[src/rtl/bp_stream_arb.sv]
// bp_stream_arb: round-robin arbiter granting whole locked streams from num_req_p requesters onto one stream bus.
module bp_stream_arb #(
  parameter int num_req_p = 2,
  parameter int header_width_p = 32,
  parameter int stream_data_width_p = 64,
  parameter int max_beats_p = 8
) (
  input  logic                                     clk_i,
  input  logic                                     reset_i,
  input  logic [num_req_p*header_width_p-1:0]      req_header_i,
  input  logic [num_req_p*stream_data_width_p-1:0] req_data_i,
  input  logic [num_req_p-1:0]                     req_v_i,
  input  logic [num_req_p-1:0]                     req_lock_i,
  output logic [num_req_p-1:0]                     req_ready_o,
  output logic [header_width_p-1:0]                mem_header_o,
  output logic [stream_data_width_p-1:0]           mem_data_o,
  output logic                                     mem_v_o,
  output logic                                     mem_lock_o,
  input  logic                                     mem_ready_i,
  output logic [num_req_p-1:0]                     grant_o,
  output logic                                     err_o
);
  localparam int iw = $clog2(num_req_p);
  localparam int cw = $clog2(max_beats_p+1);
  typedef enum logic {IDLE, BUSY} state_e;
  state_e state;
  logic [iw-1:0] grant_r, ptr_r, sel_idle, sel;
  logic [cw-1:0] beat_cnt;
  logic err_r, found, busy, hs;
  function automatic logic [iw-1:0] nxt(input logic [iw-1:0] x);
    return (int'(x) == num_req_p-1) ? '0 : x + 1'b1;
  endfunction
  // Search from the round-robin pointer; the first valid requester wins.
  always_comb begin
    sel_idle = '0;
    found = 1'b0;
    for (int k = 0; k < num_req_p; k++)
      if (!found && req_v_i[(int'(ptr_r)+k) % num_req_p]) begin
        sel_idle = iw'((int'(ptr_r)+k) % num_req_p);
        found = 1'b1;
      end
  end
  always_comb begin
    busy = state == BUSY;
    sel = busy ? grant_r : sel_idle;
    mem_v_o = ~reset_i & req_v_i[sel];
    mem_lock_o = req_lock_i[sel];
    mem_header_o = req_header_i[sel*header_width_p +: header_width_p];
    mem_data_o = req_data_i[sel*stream_data_width_p +: stream_data_width_p];
    grant_o = (~reset_i & (busy | found)) ? {{(num_req_p-1){1'b0}}, 1'b1} << sel : '0;
    req_ready_o = grant_o & {num_req_p{mem_ready_i}};
    err_o = err_r & ~reset_i;
    hs = mem_v_o & mem_ready_i;
  end
  always_ff @(posedge clk_i) begin
    if (reset_i) begin
      state <= IDLE;
      ptr_r <= '0;
      grant_r <= '0;
      beat_cnt <= '0;
      err_r <= 1'b0;
    end else begin
      if (hs && mem_lock_o && beat_cnt == cw'(max_beats_p-1)) err_r <= 1'b1;
      if (!busy) begin
        if (found) begin
          if (hs && !mem_lock_o) ptr_r <= nxt(sel_idle);
          else begin
            state <= BUSY;
            grant_r <= sel_idle;
            beat_cnt <= hs ? cw'(1) : '0;
          end
        end
      end else if (hs) begin
        if (!mem_lock_o) begin
          state <= IDLE;
          ptr_r <= nxt(grant_r);
          beat_cnt <= '0;
        end else beat_cnt <= (beat_cnt == cw'(max_beats_p)) ? beat_cnt : beat_cnt + 1'b1;
      end
    end
  end
endmodule

[config.mk]
export PLATFORM = sky130hd
export DESIGN_NAME = bp_stream_arb
export DESIGN_NICKNAME = d
export VERILOG_FILES = /design/src/rtl/bp_stream_arb.sv
export SDC_FILE = /design/constraint.sdc
export NUM_CORES = 1
export LEC_CHECK = 0
export BUFFER_PORTS_ARGS = -buffer_cell sky130_fd_sc_hd__buf_2
export CAP_MARGIN = 0
export CORE_AREA = 4 4 115 117
export CTS_CLUSTER_SIZE = 8
export DETAILED_ROUTE_END_ITERATION = 7
export DIE_AREA = 0 0 119 121
export SYNTH_ARGS = -nofsm -noshare
export SYNTH_HDL_FRONTEND = slang
export SYNTH_SLANG_ARGS = --single-unit
[constraint.sdc]
create_clock -name clk_i -period 4.5 [get_ports clk_i]
set_input_delay 0.225 -clock clk_i [delete_from_list [all_inputs] [get_ports clk_i]]
set_output_delay 0.225 -clock clk_i [all_outputs]
set_load 0.03 [all_outputs]
==> results.ini <==
[critical_path]
r2r_start=busy
cpPeakStageDelay_ns=0.56
crit_buf_inv=2
critPathTopFamily=buffers and inverters
ff2ff_path_depth=6
crit_slowest_cell=buf_4
cp.required_ns=4.28
cp-end-kind=output port
worstPathCellList=nand2b_4, o21ai_4, buf_4, mux2_2, buf_2
critPathLaunch=busy
r2r_setup_slack_ns=2.38
cp-start-kind=register
worst-path-stages=5
r2r_end=err_r
critPathKind=reg2out
crit_path_end=mem_header_o[1]
cp_max_fo=56
cp_data_arrival_time_ns=2.18

[layout]
final_nets=686
fill_cells=1382
diodes=0
syn_to_final_growth_pct=99.9
final_cells=655
final_area_sq_um=3520
layout-drive-gt1-share_pct=85.1

[grt]
grt_use_total_pct=12.4
grt_pass1_vias=2594
grt_pass1_wl_mm=14.3
grt_max_degree=57
antenna_found_initial=0
grt-ovfl-total=0

[routing]
via_per_inst=4.09
wl_per_cell_microns=15.6
drt_iter0_drc=109
ant_nets=0
highest_layer=met4
dr_wl_met2_mm=5.04
wirelength_mm=10.2
vias=2677
drcViolationCount=0
met1_length_mm=4.25
first_pass_iters=4
wl_met3_microns=870

[clock_tree]
cts_root_buf=clkbuf_16
path_clk_slew_ns=0.04
h-tree-depth=1
cts.sinks=8
cts_tree=built
cts_setup_buffers=0
ctsHoldBuffers=0
numCtsBuffers=3
clkLatencyLatePin_ns=0.24
clockBufferDepth=2
cts.repair.resized=0

[timing]
rsz0062_at_grt=false
hold_ws_ns=0.308
max_clock_freq_ghz=0.415
worst_pin_slew_ns=0.694
fin_crit_ns=2.41
final.setup_skew_ns=0.00439
setup_violations=0
slew_headroom_pct=53.7
tns_ns=0
slew_violations=0
finalHoldViolCount=0
period_share_pct=53.5

[synthesis]
syn_area_per_cell_sq_um=9.32
postSynthCellCount=189
synth_fp_nets=390
synth.cell_area_sq_um=1760
ys_ff_latch=8
synth.distinct_cells=37
synth-seq-area-share_pct=9.09
yosysWarningCount=0

[power]
intPower_mw=0.407
switchingPower_mw=0.361
power_mw=0.768
leakage_nw=1.83
power_per_cell_area_nw_per_um2=218
max-vdd-ir-drop_v=0.000131
power_frac_seq_pct=10.3
combPwrFrac_pct=69.7
clock_power_share_pct=20.1
swShare_pct=47.0

[place]
place_area_sq_um=3450
io_buffers=301
place_inst=652
dp_hpwl_mm=9.15
gp_congestion=0.812

[floorplan]
coreArea_sq_um=12400
fp.dieW_microns=119
initial_core_util_pct=14.2
die_h_microns=121
fp-row-count=41
fp.dieArea_sq_um=14400
num_io_pins=302

[hold_path]
hold_path_class=in2reg
min-delay-start=reset_i

[run_status]
outcome=complete, no violations

[run]
cap_violations=0

## worst min-delay path by stage
| stage | endpoint | slack (ns) | depth (start not counted) |
|---|---|---|---|
| after global placement | err_r | 0.46 | 2 |
| after detailed placement | err_r | 0.45 | 2 |
| after floorplan | busy | 0.42 | 2 |
| after global routing | err_r | 0.35 | 2 |
| final | beat_cnt[3] | 0.31 | 2 |
| after CTS | err_r | 0.31 | 2 |
## synth_stat cells
library cell | n | area [sq um]
nor3_1 | 3 | 15.0
o2111a_1 | 1 | 11.3
nand2b_1 | 4 | 25.0
o21ai_1 | 2 | 10.0
o211ai_1 | 1 | 7.51
a21bo_2 | 1 | 10.0
a21boi_2 | 1 | 11.3
a21oi_1 | 9 | 45.0
o21ai_0 | 4 | 20.0
o31ai_1 | 1 | 7.51
o22ai_1 | 1 | 6.26
or4_1 | 2 | 15.0
or2_2 | 2 | 12.5
or3_1 | 2 | 12.5
clkbuf_1 | 1 | 3.75
nand2_1 | 4 | 15.0
mux2i_1 | 2 | 20.0
ha_1 | 2 | 25.0
inv_1 | 8 | 30.0
a2111oi_2 | 1 | 15.0
nor3b_1 | 2 | 15.0
nand2_2 | 1 | 6.26
nand3b_1 | 1 | 7.51
buf_2 | 11 | 55.1
dfxtp_1 | 8 | 160
nand4_1 | 1 | 6.26
nand2b_4 | 1 | 13.8
nor2b_1 | 2 | 12.5
a31oi_1 | 1 | 6.26
nand3_1 | 1 | 5.00
and2_1 | 1 | 6.26
mux2_2 | 96 | 1080
a211oi_2 | 1 | 12.5
nor2_1 | 6 | 22.5
a211oi_1 | 2 | 15.0
o211a_1 | 1 | 10.0
o21ai_2 | 1 | 8.76
## flip-flops by register name, summed over array words and instances (netlist names)
register and count:
grant_r 1, ptr_r 1, beat_cnt 4, err_r 1, busy 1
## power by group through the flow
stage	Combinational (mW)	Clock, mW	Sequential (mW)
5_1_grt	0.567	0.164	0.0793
3_5_place_dp	0.537	0	0.0798
6_report	0.535	0.154	0.0788
4_1_cts	0.539	0.159	0.0787
2_1_floorplan	0.352	0	0.0775
3_3_place_gp	0.537	0	0.0796
## placed cells by master (no fill, tap or decap)
cell / netlist / routed
nand4_1: 1 / 1
nand3b_1: 1 / 1
buf_2: 11 / 301
a31oi_1: 1 / 1
o22ai_1: 1 / 1
nand2b_4: 1 / 1
or4_1: 2 / 2
nor2_1: 6 / 6
a2111oi_2: 1 / 1
a211oi_2: 1 / 1
nand3_1: 1 / 1
o21ai_1: 2 / 2
a21bo_2: 1 / 1
a211oi_1: 2 / 2
o211a_1: 1 / 1
or2_2: 2 / 2
o2111a_1: 1 / 1
o31ai_1: 1 / 1
mux2_2: 96 / 96
a21oi_1: 9 / 9
nand2_1: 4 / 4
a21boi_2: 1 / 1
buf_4: 0 / 2
o211ai_1: 1 / 1
ha_1: 2 / 2
o21ai_0: 4 / 4
or3_1: 2 / 2
o21ai_4: 0 / 1
nand2b_1: 4 / 4
nor3_1: 3 / 3
nand2_2: 1 / 1
mux2i_1: 2 / 2
and2_1: 1 / 1
inv_1: 8 / 8
clkbuf_16: 0 / 3
nor3b_1: 2 / 2
dfxtp_1: 8 / 8
nor2b_1: 2 / 2
## cell type report
class	count	area (sq um)	share of cell area, %
well taps	172	215	6.11
repair buffers	303	1520	43.2
inverters	8	30.0	0.853
multi-input cells	161	1520	43.2
clock buffers	3	75.1	2.13
flip-flops and latches	8	160	4.55
## logic make-up (layout without fill, tap and decap cells)
logic type	Yosys count	in the layout	synth area share [%]
fa+ha+maj	2	2	1.42
mux	98	98	62.5
flops	8	8	9.09
compound gates	28	28	11.2
simple gates	33	33	10.8
buf+inv	20	314	5.04
## per-layer routing
layer  GRT usage (%)  vias to the layer above
li1                -                     1301
met1            16.5                     1215
met2            21.1                      156
met3            2.66                        5
met4            1.74                        0
met5               0                        -
## stage by stage
stage | setup slack (ns) | utilization, %
floorplan | 2.52 | -
global placement | 2.35 | 27.9
detailed placement | 2.32 | 27.9
CTS | 2.06 | 28.5
global route | 1.94 | 28.5
finish | 2.09 | 28.5
No activity file was read; power rests on OpenSTA's default activity.
